<file path="src/rtl/note_sequencer.sv">
// Song-step fetch and channel gating: reads one ROM step per LOAD/START pair,
// latches note codes, pulses triggers and times each channel's gate.
module note_sequencer #(
  parameter int NUM_CH    = 4,
  parameter int ADDR_W    = 8,
  parameter int NOTE_W    = 7,
  parameter int LEN_W     = 6,
  parameter int TICK_LOG2 = 14
) (
  input  logic                             clk,
  input  logic                             reset_n,
  input  logic [1:0]                       state,
  output logic                             rom_en,
  output logic [ADDR_W-1:0]                rom_addr,
  input  logic [NUM_CH*(NOTE_W+LEN_W)-1:0] rom_data,
  output logic [NUM_CH*NOTE_W-1:0]         note,
  output logic [NUM_CH-1:0]                trigger,
  output logic [NUM_CH-1:0]                gate,
  output logic                             song_done
);

  localparam int FW = NOTE_W + LEN_W;
  localparam int CW = LEN_W + TICK_LOG2;

  typedef enum logic [1:0] {
    ST_RESET = 2'b00,
    ST_LOAD  = 2'b01,
    ST_START = 2'b10,
    ST_PLAY  = 2'b11
  } state_e;

  state_e                    state_s;
  logic [NOTE_W-1:0]         fld_note_s [NUM_CH];
  logic [LEN_W-1:0]          fld_len_s  [NUM_CH];
  logic                      end_mark_s;

  logic [ADDR_W-1:0]         ptr_q, ptr_d;
  logic [NUM_CH*NOTE_W-1:0]  note_q, note_d;
  logic [NUM_CH-1:0]         trigger_q, trigger_d;
  logic [NUM_CH-1:0]         gate_q, gate_d;
  logic                      song_done_q, song_done_d;
  logic [CW-1:0]             cnt_q [NUM_CH];
  logic [CW-1:0]             cnt_d [NUM_CH];

  assign state_s = state_e'(state);

  for (genvar g = 0; g < NUM_CH; g++) begin : g_fields
    assign fld_len_s[g]  = rom_data[g*FW +: LEN_W];
    assign fld_note_s[g] = rom_data[g*FW + LEN_W +: NOTE_W];
  end

  assign end_mark_s = (fld_note_s[0] == {NOTE_W{1'b1}});
  assign rom_en     = reset_n & (state_s == ST_LOAD);
  assign rom_addr   = ptr_q;
  assign note       = note_q;
  assign trigger    = trigger_q;
  assign gate       = gate_q;
  assign song_done  = song_done_q;

  // Next-state: counters free-run down, START reloads them, RESET clears.
  always_comb begin
    ptr_d       = ptr_q;
    note_d      = note_q;
    trigger_d   = {NUM_CH{1'b0}};
    song_done_d = 1'b0;
    for (int ch = 0; ch < NUM_CH; ch++) begin
      if (cnt_q[ch] != {CW{1'b0}}) begin
        cnt_d[ch] = cnt_q[ch] - CW'(1);
      end else begin
        cnt_d[ch] = {CW{1'b0}};
      end
    end

    case (state_s)
      ST_RESET: begin
        ptr_d  = {ADDR_W{1'b0}};
        note_d = {(NUM_CH*NOTE_W){1'b0}};
        for (int ch = 0; ch < NUM_CH; ch++) begin
          cnt_d[ch] = {CW{1'b0}};
        end
      end
      ST_START: begin
        if (end_mark_s) begin
          song_done_d = 1'b1;
          ptr_d       = {ADDR_W{1'b0}};
          for (int ch = 0; ch < NUM_CH; ch++) begin
            cnt_d[ch] = {CW{1'b0}};
          end
        end else begin
          // Pointer wraps silently at the top of the ROM.
          ptr_d = ptr_q + ADDR_W'(1);
          for (int ch = 0; ch < NUM_CH; ch++) begin
            note_d[ch*NOTE_W +: NOTE_W] = fld_note_s[ch];
            if ((fld_note_s[ch] != {NOTE_W{1'b0}}) && (fld_len_s[ch] != {LEN_W{1'b0}})) begin
              cnt_d[ch]     = CW'(fld_len_s[ch]) << TICK_LOG2;
              trigger_d[ch] = 1'b1;
            end else begin
              cnt_d[ch] = {CW{1'b0}};
            end
          end
        end
      end
      default: begin
      end
    endcase

    for (int ch = 0; ch < NUM_CH; ch++) begin
      gate_d[ch] = (cnt_d[ch] != {CW{1'b0}});
    end
  end

  // State registers.
  always_ff @(posedge clk or negedge reset_n) begin
    if (!reset_n) begin
      ptr_q       <= {ADDR_W{1'b0}};
      note_q      <= {(NUM_CH*NOTE_W){1'b0}};
      trigger_q   <= {NUM_CH{1'b0}};
      gate_q      <= {NUM_CH{1'b0}};
      song_done_q <= 1'b0;
      for (int ch = 0; ch < NUM_CH; ch++) begin
        cnt_q[ch] <= {CW{1'b0}};
      end
    end else begin
      ptr_q       <= ptr_d;
      note_q      <= note_d;
      trigger_q   <= trigger_d;
      gate_q      <= gate_d;
      song_done_q <= song_done_d;
      for (int ch = 0; ch < NUM_CH; ch++) begin
        cnt_q[ch] <= cnt_d[ch];
      end
    end
  end

endmodule

</file>
<file path="config.mk">
export PLATFORM = sky130hd
export DESIGN_NAME = note_sequencer
export DESIGN_NICKNAME = d
export VERILOG_FILES = /design/src/rtl/note_sequencer.sv
export SDC_FILE = /design/constraint.sdc
export NUM_CORES = 1
export LEC_CHECK = 0
export ABC_AREA = 1
export CAP_MARGIN = 20
export CORE_AREA = 2 2 114 116
export CTS_BUF_LIST = sky130_fd_sc_hd__clkbuf_4
export DETAILED_ROUTE_END_ITERATION = 7
export DIE_AREA = 0 0 116 118
export GPL_ROUTABILITY_DRIVEN = 0
export PLACE_DENSITY = 0.81
export SKIP_CTS_REPAIR_TIMING = 1
export SYNTH_ARGS = -nofsm -noshare
export SYNTH_HDL_FRONTEND = slang
export SYNTH_SLANG_ARGS = --single-unit
</file>
<file path="constraint.sdc">
create_clock -name clk -period 4.3 [get_ports clk]
set_input_delay 0.645 -clock clk [delete_from_list [all_inputs] [get_ports clk]]
set_output_delay 0.645 -clock clk [all_outputs]
set_load 0.01 [all_outputs]
</file>
## Yosys cells after proc, flatten, opt, wreduce, memory -nomap -nowiden

Index checks and enable logic that the tools add are counted.
W data, S select, Z words.

- Mux-type cells: 22
- Reductions and logical operators: 23
- Bitwise operators: 1
- Add/subtract/negate cells: 5
- Eq/ne operators: 4

Operator list:

| cell | count |
|---|---|
| $mux W20 | 8 |
| $pmux W80 S2 | 1 |
| $reduce_bool A20 Y1 | 8 |
| $mux W80 | 1 |
| $sub A20 B1 Y20 const B | 4 |
| $pmux W28 S2 | 1 |
| $mux W28 | 1 |
| $reduce_bool A7 Y1 | 4 |
| $reduce_bool A6 Y1 | 4 |
| $pmux W8 S2 | 1 |
| $add A8 B1 Y8 const B | 1 |
| $mux W4 | 2 |
| $mux W8 | 1 |
| $eq A7 B7 Y1 const B | 1 |
| $mux W1 | 6 |
| $logic_and A1 B1 Y1 | 4 |
| $eq A2 B1 Y1 const B | 1 |
| $eq A2 B2 Y1 const B | 1 |
| $logic_not A2 Y1 | 1 |
| $ne A2 B2 Y1 const B | 1 |
| $reduce_and A2 Y1 | 1 |
| $reduce_bool A2 Y1 | 1 |
| $and A1 B1 Y1 | 1 |

- Register bits after elaboration: 125
- Input port bits: 56
- Logic and storage cells: 64

## Depth between registers and ports, before layout

- Depth in word-level cells: 6
- Mapped depth: 15

## Least setup slack after synthesis

No wires, ideal clock.

- Kind: input to output
- From: input port state[0]
- To: output port rom_en
- Buffers on the path: 3
- Arrival time: 1.435 ns
- Stages: 5
- Setup slack: 2.220 ns
- Cells stage by stage: buf_4 > buf_2 > buf_2 > nand2_1 > nor2_1

- Word-level cells in the longest chain between the ends: 2

RTL lines:

| what | RTL line | source |
|---|---|---|
| start, declared | 12 | `input logic [1:0] state,` |
| $eq A2 B1 Y1 | 53 | `assign rom_en = reset_n & (state_s == ST_LOAD);` |
| $and A1 B1 Y1 | 53 |  |
| end, declared | 13 | `output logic rom_en,` |

No other way between the ends.

## Final worst setup path

Ends and elaborated chain as after synthesis.

==> summary.txt <==
Routing
  • Drt via density: a little over 5
  • Final wirelength: 17300 µm
  • Starting DRT DRC Count: ~530
  • DRC: 0
  • Post-route ant nets: 0
  • Via count: approximately 6700
  • Initial DRT Pass Iterations: 5
  • Routed length per instance: 13.2 µm

CTS
  • Root Buffer: clkbuf_4
  • TritonCTS Sinks: 125
  • Clk buf depth: 2
  • CTS H-tree depth: 4
  • Reg clk slew, reported paths: roughly 110 ps
  • CTS tree: built
  • CTS buffer count: 17
  • Worst skew pair latency: roughly 550 ps

Yosys
  • Mean post-synth cell area: around 7.1 µm²
  • Yosys top cell area share: between 40% and 50%
  • Synth area leaders: dfrtp_1 (43%), nand2_1 (14%), nor2_1 (10%), inv_1 (8.3%), nand3_1 (5.1%)
  • #FFs+latches synth: 125
  • Area leader, netlist: dfrtp_1
  • Mapped Nets: 1081
  • Syn Inst Count: 1017
  • Cell area after synthesis: between 7000 and 8000 µm²
  • Sequential share of the synthesized area: a little over two fifths
  • Synth Warn #: 0
  • Post-synthesis cell type count: 40

Place
  • DP Wirelength: 13000 µm
  • PortBufs: 101
  • Post-DP Area: roughly 8400 µm²

Timing
  • Setup tns final: 0 ps
  • Slew Viols, Final: 0
  • Slew at the pin closest to its max-slew limit: 947 ps
  • Crit path time final: about 2700 ps
  • Fmax achieved: around 0.37 GHz
  • Period Utilization, post-route: between 60% and 70%
  • Clock skew: roughly 10 ps
  • Hold Fails Final Rpt: 0
  • # setup viols final: 0
  • Unrepaired setup endpoints after global routing: no
  • Max-slew headroom: between 30% and 40%

Final layout
  • Layout cells sized above 1: around 7%
  • Area grow syn2layout: 20.6%
  • Seq. cell area: about 3100 µm²
  • Fillers: approximately 1100
  • Multi-input gate area: 3390 µm²
  • Fin nets: roughly 1200
  • Fin area: ~8700 µm²

Critical path
  • Critical Path Start Type: input port
  • Worst Path Arrival: around 2000 ps
  • R2R Setup Slk: roughly 2200 ps
  • CP endpoint kind: output pin
  • Critical path type: input port to output pin
  • Critical path fanouts, max: 4
  • Worst Path Required: around 3700 ps

Power and ir drop
  • Worst-case vdd ir drop: 246 µV
  • Power per cell area: roughly 620 nW/µm²
  • P_leak: around 4.6 nW

Floorplanning
  • Boundary Pins: 102
  • Die Span Y: 118 µm
  • Die area: 13700 µm²
  • Core Area: ~12000 µm²
  • Chip Width: ~120 µm
  • Starting Density: just under 60%
  • Rows: approximately 40

GRT
  • Initial antenna violation count: 1
  • Largest net degree at the start of global routing: 77
  • GRT Total Usage: a little over a quarter
  • Vias in the first global route: a little over 6000
  • Total gr overflow: 0
  • First-pass GRT wire length: 28600 µm

Hold path
  • Worst hold-check path type: input port to async pin

Outcome
  • Status: completed

Flow run
  • Max-cap violation count: 0
-- state kept, by name, summed over array words and instances, names as in the netlist --
| register | flops |
|---|---|
| rom_addr | 8 |
| trigger | 4 |
| note | 28 |
| cnt_q | 80 |
| song_done | 1 |
| gate | 4 |
-- report_power, final --
part	total [W]	internal, W	switching [W]
combinational	0.00276	0.000992	0.00177
clock	0.000799	0.000348	0.000452
sequential	0.00179	0.00148	0.000302
total	0.00535	0.00282	0.00253
-- layout by cell type (no fill, tap or decap), types with 4 or more instances in the layout --
cell	count
a21oi_1	18
a22o_1	7
buf_4	5
clkbuf_4	19
clkdlybuf4s50_1	100
clkinv_2	4
clkinvlp_4	5
dfrtp_1	125
ha_1	8
inv_1	160
nand2_1	266
nand3_1	74
nand4_1	12
nor2_1	199
nor2_2	14
nor2_4	8
nor3_1	9
o21ai_0	38
o21ai_1	7
or2_2	4
xnor2_1	12
xor2_1	10
-- final timing paths --
kind                                start        end  cells past startpoint
max in group asynchronous         reset_n   cnt_q[2]                      3
worst max register to register  cnt_q[60]    gate[0]                     13
worst min register to register   note[23]   note[23]                      2
worst min-delay path              reset_n  cnt_q[26]                      2
worst max-delay path             state[0]     rom_en                      4
min in group clk                 note[23]   note[23]                      2
-- layer usage --
metal | vias to the layer above | global-route usage [%] | wire length [µm]
li1 | 3372 | - | -
met1 | 3060 | 35.7 | 7810
met2 | 210 | 41.6 | 8070
met3 | 29 | 7.05 | 1110
met4 | 0 | 9.00 | 341
met5 | - | 0 | 0
-- stage by stage --
stage	setup WS [ps]	hold slack (ps)	cells	util [%]	power, W
after floorplan	2220	349	1017	-	0.00390
after global placement	1260	467	1283	67.6	0.00449
after detailed placement	1180	475	1283	67.6	0.00455
after CTS	1620	210	1315	69.8	0.00536
after global routing	1550	243	1317	69.9	0.00587
final	1620	215	1317	69.9	0.00535
-- area by class of cell --
type / count / share of cell area (%)
antenna: 1 / 0.0288
tap: 172 / 2.48
multi-input combinational: 716 / 39.0
clock buffer: 19 / 1.64
sequential: 125 / 36.0
clock inverter: 13 / 1.44
inverter: 165 / 7.19
timing repair buffer: 106 / 12.1
-- Yosys cell counts (all sizes together) --
cell type	instances
ha	8
a31oi	1
nand2	272
xnor2	12
clkinv	1
o22ai	3
o21bai	3
inv	164
o21ai	47
nand3	78
o32ai	1
nor4	1
or2	4
buf	8
xor2	10
nand3b	3
dfrtp	125
clkbuf	3
and3	1
nand4	12
and2	2
a22o	7
nor3	9
nor2	222
a21oi	18
o21a	1
a22oi	1
-- worst max-delay path, cell delays in order --
cell and delay, ps:
clkdlybuf4s50_1 530, nand2_1 150, nor2_1 140, clkdlybuf4s50_1 570
-- logic make-up after synthesis --
family | after synthesis | synth area share, %
compound gates | 82 | 6.47
xor+xnor | 22 | 2.68
fa+ha+maj | 8 | 1.39
simple gates | 604 | 36.5
buf+inv | 176 | 9.49
flops | 125 | 43.4
Note: power is estimated with default switching activity, not from simulation.
==> patch 1 (config.mk and constraints unchanged) <==
Register the inputs `state` and `rom_data` before use, with the module's reset. The logic sees them one clock later.
--- a/src/rtl/note_sequencer.sv
+++ b/src/rtl/note_sequencer.sv
@@ -29,6 +29,19 @@
     ST_PLAY  = 2'b11
   } state_e;
 
+  logic [1:0] state_q;
+  logic [NUM_CH*(NOTE_W+LEN_W)-1:0] rom_data_q;
+
+  always_ff @(posedge clk or negedge reset_n) begin
+    if (!reset_n) begin
+      state_q    <= '0;
+      rom_data_q <= '0;
+    end else begin
+      state_q    <= state;
+      rom_data_q <= rom_data;
+    end
+  end
+
   state_e                    state_s;
   logic [NOTE_W-1:0]         fld_note_s [NUM_CH];
   logic [LEN_W-1:0]          fld_len_s  [NUM_CH];
@@ -42,11 +55,11 @@
   logic [CW-1:0]             cnt_q [NUM_CH];
   logic [CW-1:0]             cnt_d [NUM_CH];
 
-  assign state_s = state_e'(state);
+  assign state_s = state_e'(state_q);
 
   for (genvar g = 0; g < NUM_CH; g++) begin : g_fields
-    assign fld_len_s[g]  = rom_data[g*FW +: LEN_W];
-    assign fld_note_s[g] = rom_data[g*FW + LEN_W +: NOTE_W];
+    assign fld_len_s[g]  = rom_data_q[g*FW +: LEN_W];
+    assign fld_note_s[g] = rom_data_q[g*FW + LEN_W +: NOTE_W];
   end
 
   assign end_mark_s = (fld_note_s[0] == {NOTE_W{1'b1}});
Function: changed (a bounded check fails within 4 cycles, from zero or initial values and one cycle with reset_n low).
==> patch 1 against the original RTL <==
Sequential share of layout area up 8.4 points. Via count up 7.4%. Wire length grew 7.4%. Cell area increased by 16%. Worst setup slack got worse by 0.39 ns. Clock skew increased by 0.039 ns. Clock power is 23% higher. Synthesized area grew 19%. Total power rose by 13%. Combinational power about the same. Worst hold slack improved by 0.22 ns. Sequential cell count increased by 54.
==> patch 1: results <==
{
  "post_drt_wl_per_cell_um": 13.6,
  "ys_top_cells_by_area": "dfrtp_1, nand2_1, nor2_1",
  "hold_end": "rom_data_q[51]",
  "grt_pass1_wl_um": 30500,
  "register_area_mm2": 0.00448,
  "crit-reg2reg-capture": "gate[3]",
  "n_clock_buffer": 17,
  "regToRegSetupSlack_ns": 1.91,
  "buffers_excl_clock": 107,
  "layout.filler_cells": 853,
  "detailedPlacementHpwl_um": 13300,
  "intPower_mw": 3.35,
  "layout.non_clock_inverters": 165,
  "netlist_top_cells_count": "nand2_1, nor2_1, dfrtp_1",
  "layout-drive-gt1-share_pct": 6.76,
  "yosys_warnings": 0,
  "htree_levels": 4,
  "clock_skew_ns": 0.0487,
  "clkLatencyLatePin_ns": 0.62,
  "timing.critical_path.arrival_ns": 2.43,
  "combinationalPower_mw": 2.75,
  "cts.reportedPaths.clkPinSlew_ns": 0.20,
  "ir_drop_mv": 0.282,
  "grt_usage_pct": 28.5,
  "grt_start_max_net_pins": 73,
  "clock_area_share_pct": 2.93,
  "cp-startpoint": "reset_n",
  "final_cell_count_no_fill": 1372,
  "critPathMaxFanout": 59,
  "antenna_violations_before_repair": 2,
  "outcome": "complete, no violations",
  "cp-endpoint": "rom_en",
  "sequentialPower_mw": 2.32,
  "leakagePower_nw": 5.25,
  "fraction_of_standard_cell_area_in_multi_input_logic_pct": 33.6,
  "crit-reg2reg-launch": "rom_data_q[9]",
  "place.detailed.instances": 1337,
  "grt_pass1_vias": 6771,
  "synthesis.nets": 1135,
  "layout.comb_gates.multi_input": 716,
  "slew_headroom_pct": 41.0,
  "synth_seq_area_share_pct": 52.4,
  "cts_root_buffer": "clkbuf_4",
  "worst_hold_check_path_type": "input port to flip-flop",
  "nFlopsAndLatches": 179,
  "routed-via-count": 7162,
  "drt_first_iter_violations": 552,
  "buf_share_pct": 10.6,
  "per_instance_average_area_after_synthesis_um2": 7.98,
  "worst_path_largest_cell_delay_ns": 0.55
}
[patch 1: cells by family after synthesis]
| family | after synthesis | share of synthesized area, % |
|---|---|---|
| adders and majority gates | 8 | 1.17 |
| xor gates and xnor gates | 22 | 2.25 |
| AOI/OAI and AO/OA | 82 | 5.44 |
| DFF | 179 | 52.4 |
| and+or+nand+nor | 604 | 30.8 |
| buffers and inverters | 176 | 7.99 |
[patch 1: metrics by stage]
stage	total power, mW	util (%)	cell area (µm²)	hold slack, ns	setup slack (ns)
4_1_cts	6.02	80.9	10000	0.00162	1.72
5_1_grt	6.58	81.1	10100	0.385	1.07
3_5_place_dp	5.05	78.5	9750	0.482	1.77
6_report	6.05	81.1	10100	0.431	1.23
2_1_floorplan	4.42	-	8550	0.349	2.55
3_3_place_gp	4.98	78.5	9750	0.471	1.81
[patch 1: metal layers]
layer  GRT usage [%]  wire length [µm]  vias up
li1                -                 -     3538
met1            36.8              7840     3355
met2            46.0              8990      242
met3            8.44              1450       27
met4            9.75               317        0
met5               0                 0        -
==> patch 2 (same settings) <==
Made on the original files. Change the parameter `LEN_W` from 6 to 3.
--- a/src/rtl/note_sequencer.sv
+++ b/src/rtl/note_sequencer.sv
@@ -4,7 +4,7 @@
   parameter int NUM_CH    = 4,
   parameter int ADDR_W    = 8,
   parameter int NOTE_W    = 7,
-  parameter int LEN_W     = 6,
+  parameter int LEN_W     = 3,
   parameter int TICK_LOG2 = 14
 ) (
   input  logic                             clk,
Ports: changed (resized rom_data); port bits go from 102 to 90. No check against the original RTL was run, so the function may have changed too.
==> patch 2 against the original RTL <==
Worst setup slack got worse by 0.067 ns. Cell area decreased by 15%. Total power fell by 10%. Via count down 22%. Wire length down 22%. First-iteration DRC count down 41%. Worst hold slack improved by 0.0042 ns. Sequential cell count decreased by 12. Die area is the same. Synthesized area fell by 16%.
==> patch 2: results <==
{
  "outcome": "complete, no violations",
  "fin_tns_setup_ns": 0,
  "synthesis.nets": 805,
  "max_slew.worst_pin.slew_ns": 0.758,
  "cp-endpoint": "rom_en",
  "grt_start_max_net_pins": 62,
  "synthArstFlopShare_pct": 100,
  "grt_usage_pct": 21.2,
  "cts_root_buffer": "clkbuf_4",
  "antenna_violations_before_repair": 1,
  "grt_pass1_vias": 5112,
  "wirelength_um": 13500,
  "worst_hold_check_path_type": "input port to asynchronous set/reset pin",
  "timing.critical_path.arrival_ns": 2.10,
  "detail_route.first_pass.iterations": 5,
  "clock_skew_ns": 0.0114,
  "netlist_top_cells_count": "nand2_1, nor2_1, dfrtp_1",
  "ir_drop_mv": 0.311,
  "largest_delay_share_family_worst_path": "buffers and inverters",
  "cp-startpoint": "state[0]",
  "detailedPlacementHpwl_um": 9990,
  "clkLatencyLatePin_ns": 0.53,
  "synth_flop_cell": "dfrtp_1",
  "layout.filler_cells": 1099,
  "ys_top_cells_by_area": "dfrtp_1, nand2_1, nor2_1",
  "yosys_warnings": 0,
  "placement.io_buffers": 89,
  "cts-buffers-inserted": 17,
  "cts.reportedPaths.clkPinSlew_ns": 0.12,
  "crit-reg2reg-launch": "cnt_q[51]",
  "leakagePower_nw": 3.77,
  "layout-drive-gt1-share_pct": 10.3,
  "drt_first_iter_violations": 317,
  "worst_path_largest_cell_delay_ns": 0.69,
  "finish.net_count": 903,
  "routed-via-count": 5201,
  "highest_delay_cell_along_the_critical_path": "clkdlybuf4s50_1",
  "crit-reg2reg-capture": "gate[0]",
  "synth_seq_area_share_pct": 46.5,
  "grt_pass1_wl_um": 23300,
  "reg2regPathDepth": 11,
  "critPathMaxFanout": 5,
  "regToRegSetupSlack_ns": 2.24,
  "largest_register_ffs": 68,
  "yosys.cell_types.count": 41,
  "regMostFlops": "cnt_q",
  "maximum_clock_insertion_buffer_count": 2,
  "htree_levels": 4
}
[patch 2: cell count changes after synthesis, sizes merged, moves of 12 or more]
| cell | change |
|---|---|
| nand2 | -113 |
| inv | -57 |
| o21ai | -25 |
| dfrtp | -12 |
| nor2 | -70 |
| nand3 | -16 |
| xor2 | +14 |
| a22o | +16 |
[patch 2: per-stage QoR]
step           instance area [µm²]  utilization (%)  std cells  worst slack (ns)
2_1_floorplan                 6080                -        755              2.23
3_3_place_gp                  7110             57.3       1005              1.48
3_5_place_dp                  7110             57.3       1005              1.43
4_1_cts                       7380             59.4       1037              1.54
5_1_grt                       7390             59.5       1039              1.50
6_report                      7390             59.5       1039              1.55
[patch 2: worst min path at each step]
stage	start	to	cells after the start	slack [ns]
2_1_floorplan	reset_n	cnt_q[0]	0	0.35
3_3_place_gp	cnt_q[0]	cnt_q[0]	1	0.41
3_5_place_dp	cnt_q[0]	cnt_q[0]	1	0.42
4_1_cts	reset_n	note[27]	2	0.23
5_1_grt	reset_n	note[25]	2	0.25
6_report	reset_n	note[27]	2	0.22
[patch 2: cell type report]
cell class | count | area, µm² | share of cell area [%]
repair buffers | 93 | 922 | 12.5
diodes | 1 | 2.50 | 0.0339
well taps | 172 | 215 | 2.91
clock buffers | 17 | 128 | 1.73
multi-input cells | 521 | 2760 | 37.3
inverters | 107 | 402 | 5.43
clock inverters | 15 | 136 | 1.84
flip-flops and latches | 113 | 2830 | 38.3
[patch 2: logic make-up (layout without fill, tap and decap cells)]
group	count (synthesis)	in the layout	share of synthesized area [%]
AO/OA/AOI/OAI	68	68	7.72
XOR/XNOR	35	35	5.04
adder cells (fa/ha/maj)	6	6	1.23
buffers and inverters	121	232	8.13
flip-flops	113	113	46.5
other	0	1	0
AND/OR/NAND/NOR	412	412	31.4
[patch 2: worst register-to-register path, stage by stage (launching register included)]
cell,delay (ns)
dfrtp_1,0.37
inv_1,0.10
ha_1,0.24
nand2_2,0.12
nor2_4,0.17
nand3_2,0.09
nand2_2,0.21
inv_1,0.19
a21oi_1,0.19
nand2_1,0.10
nor2_1,0.09
nand3_1,0.07
[patch 2: layer usage]
| layer | global-route usage [%] | part of all wire (%) |
|---|---|---|
| met4 | 6.10 | 1.4 |
| met2 | 33.4 | 47 |
| met3 | 6.75 | 7.2 |
| met5 | 0 | 0 |
| met1 | 28.0 | 45 |
[patch 2: power breakdown]
| part | switching (mW) | leakage, nW | internal [mW] |
|---|---|---|---|
| combinational | 1.50 | 2.16 | 0.942 |
| clock | 0.447 | 0.135 | 0.290 |
| sequential | 0.265 | 1.48 | 1.34 |
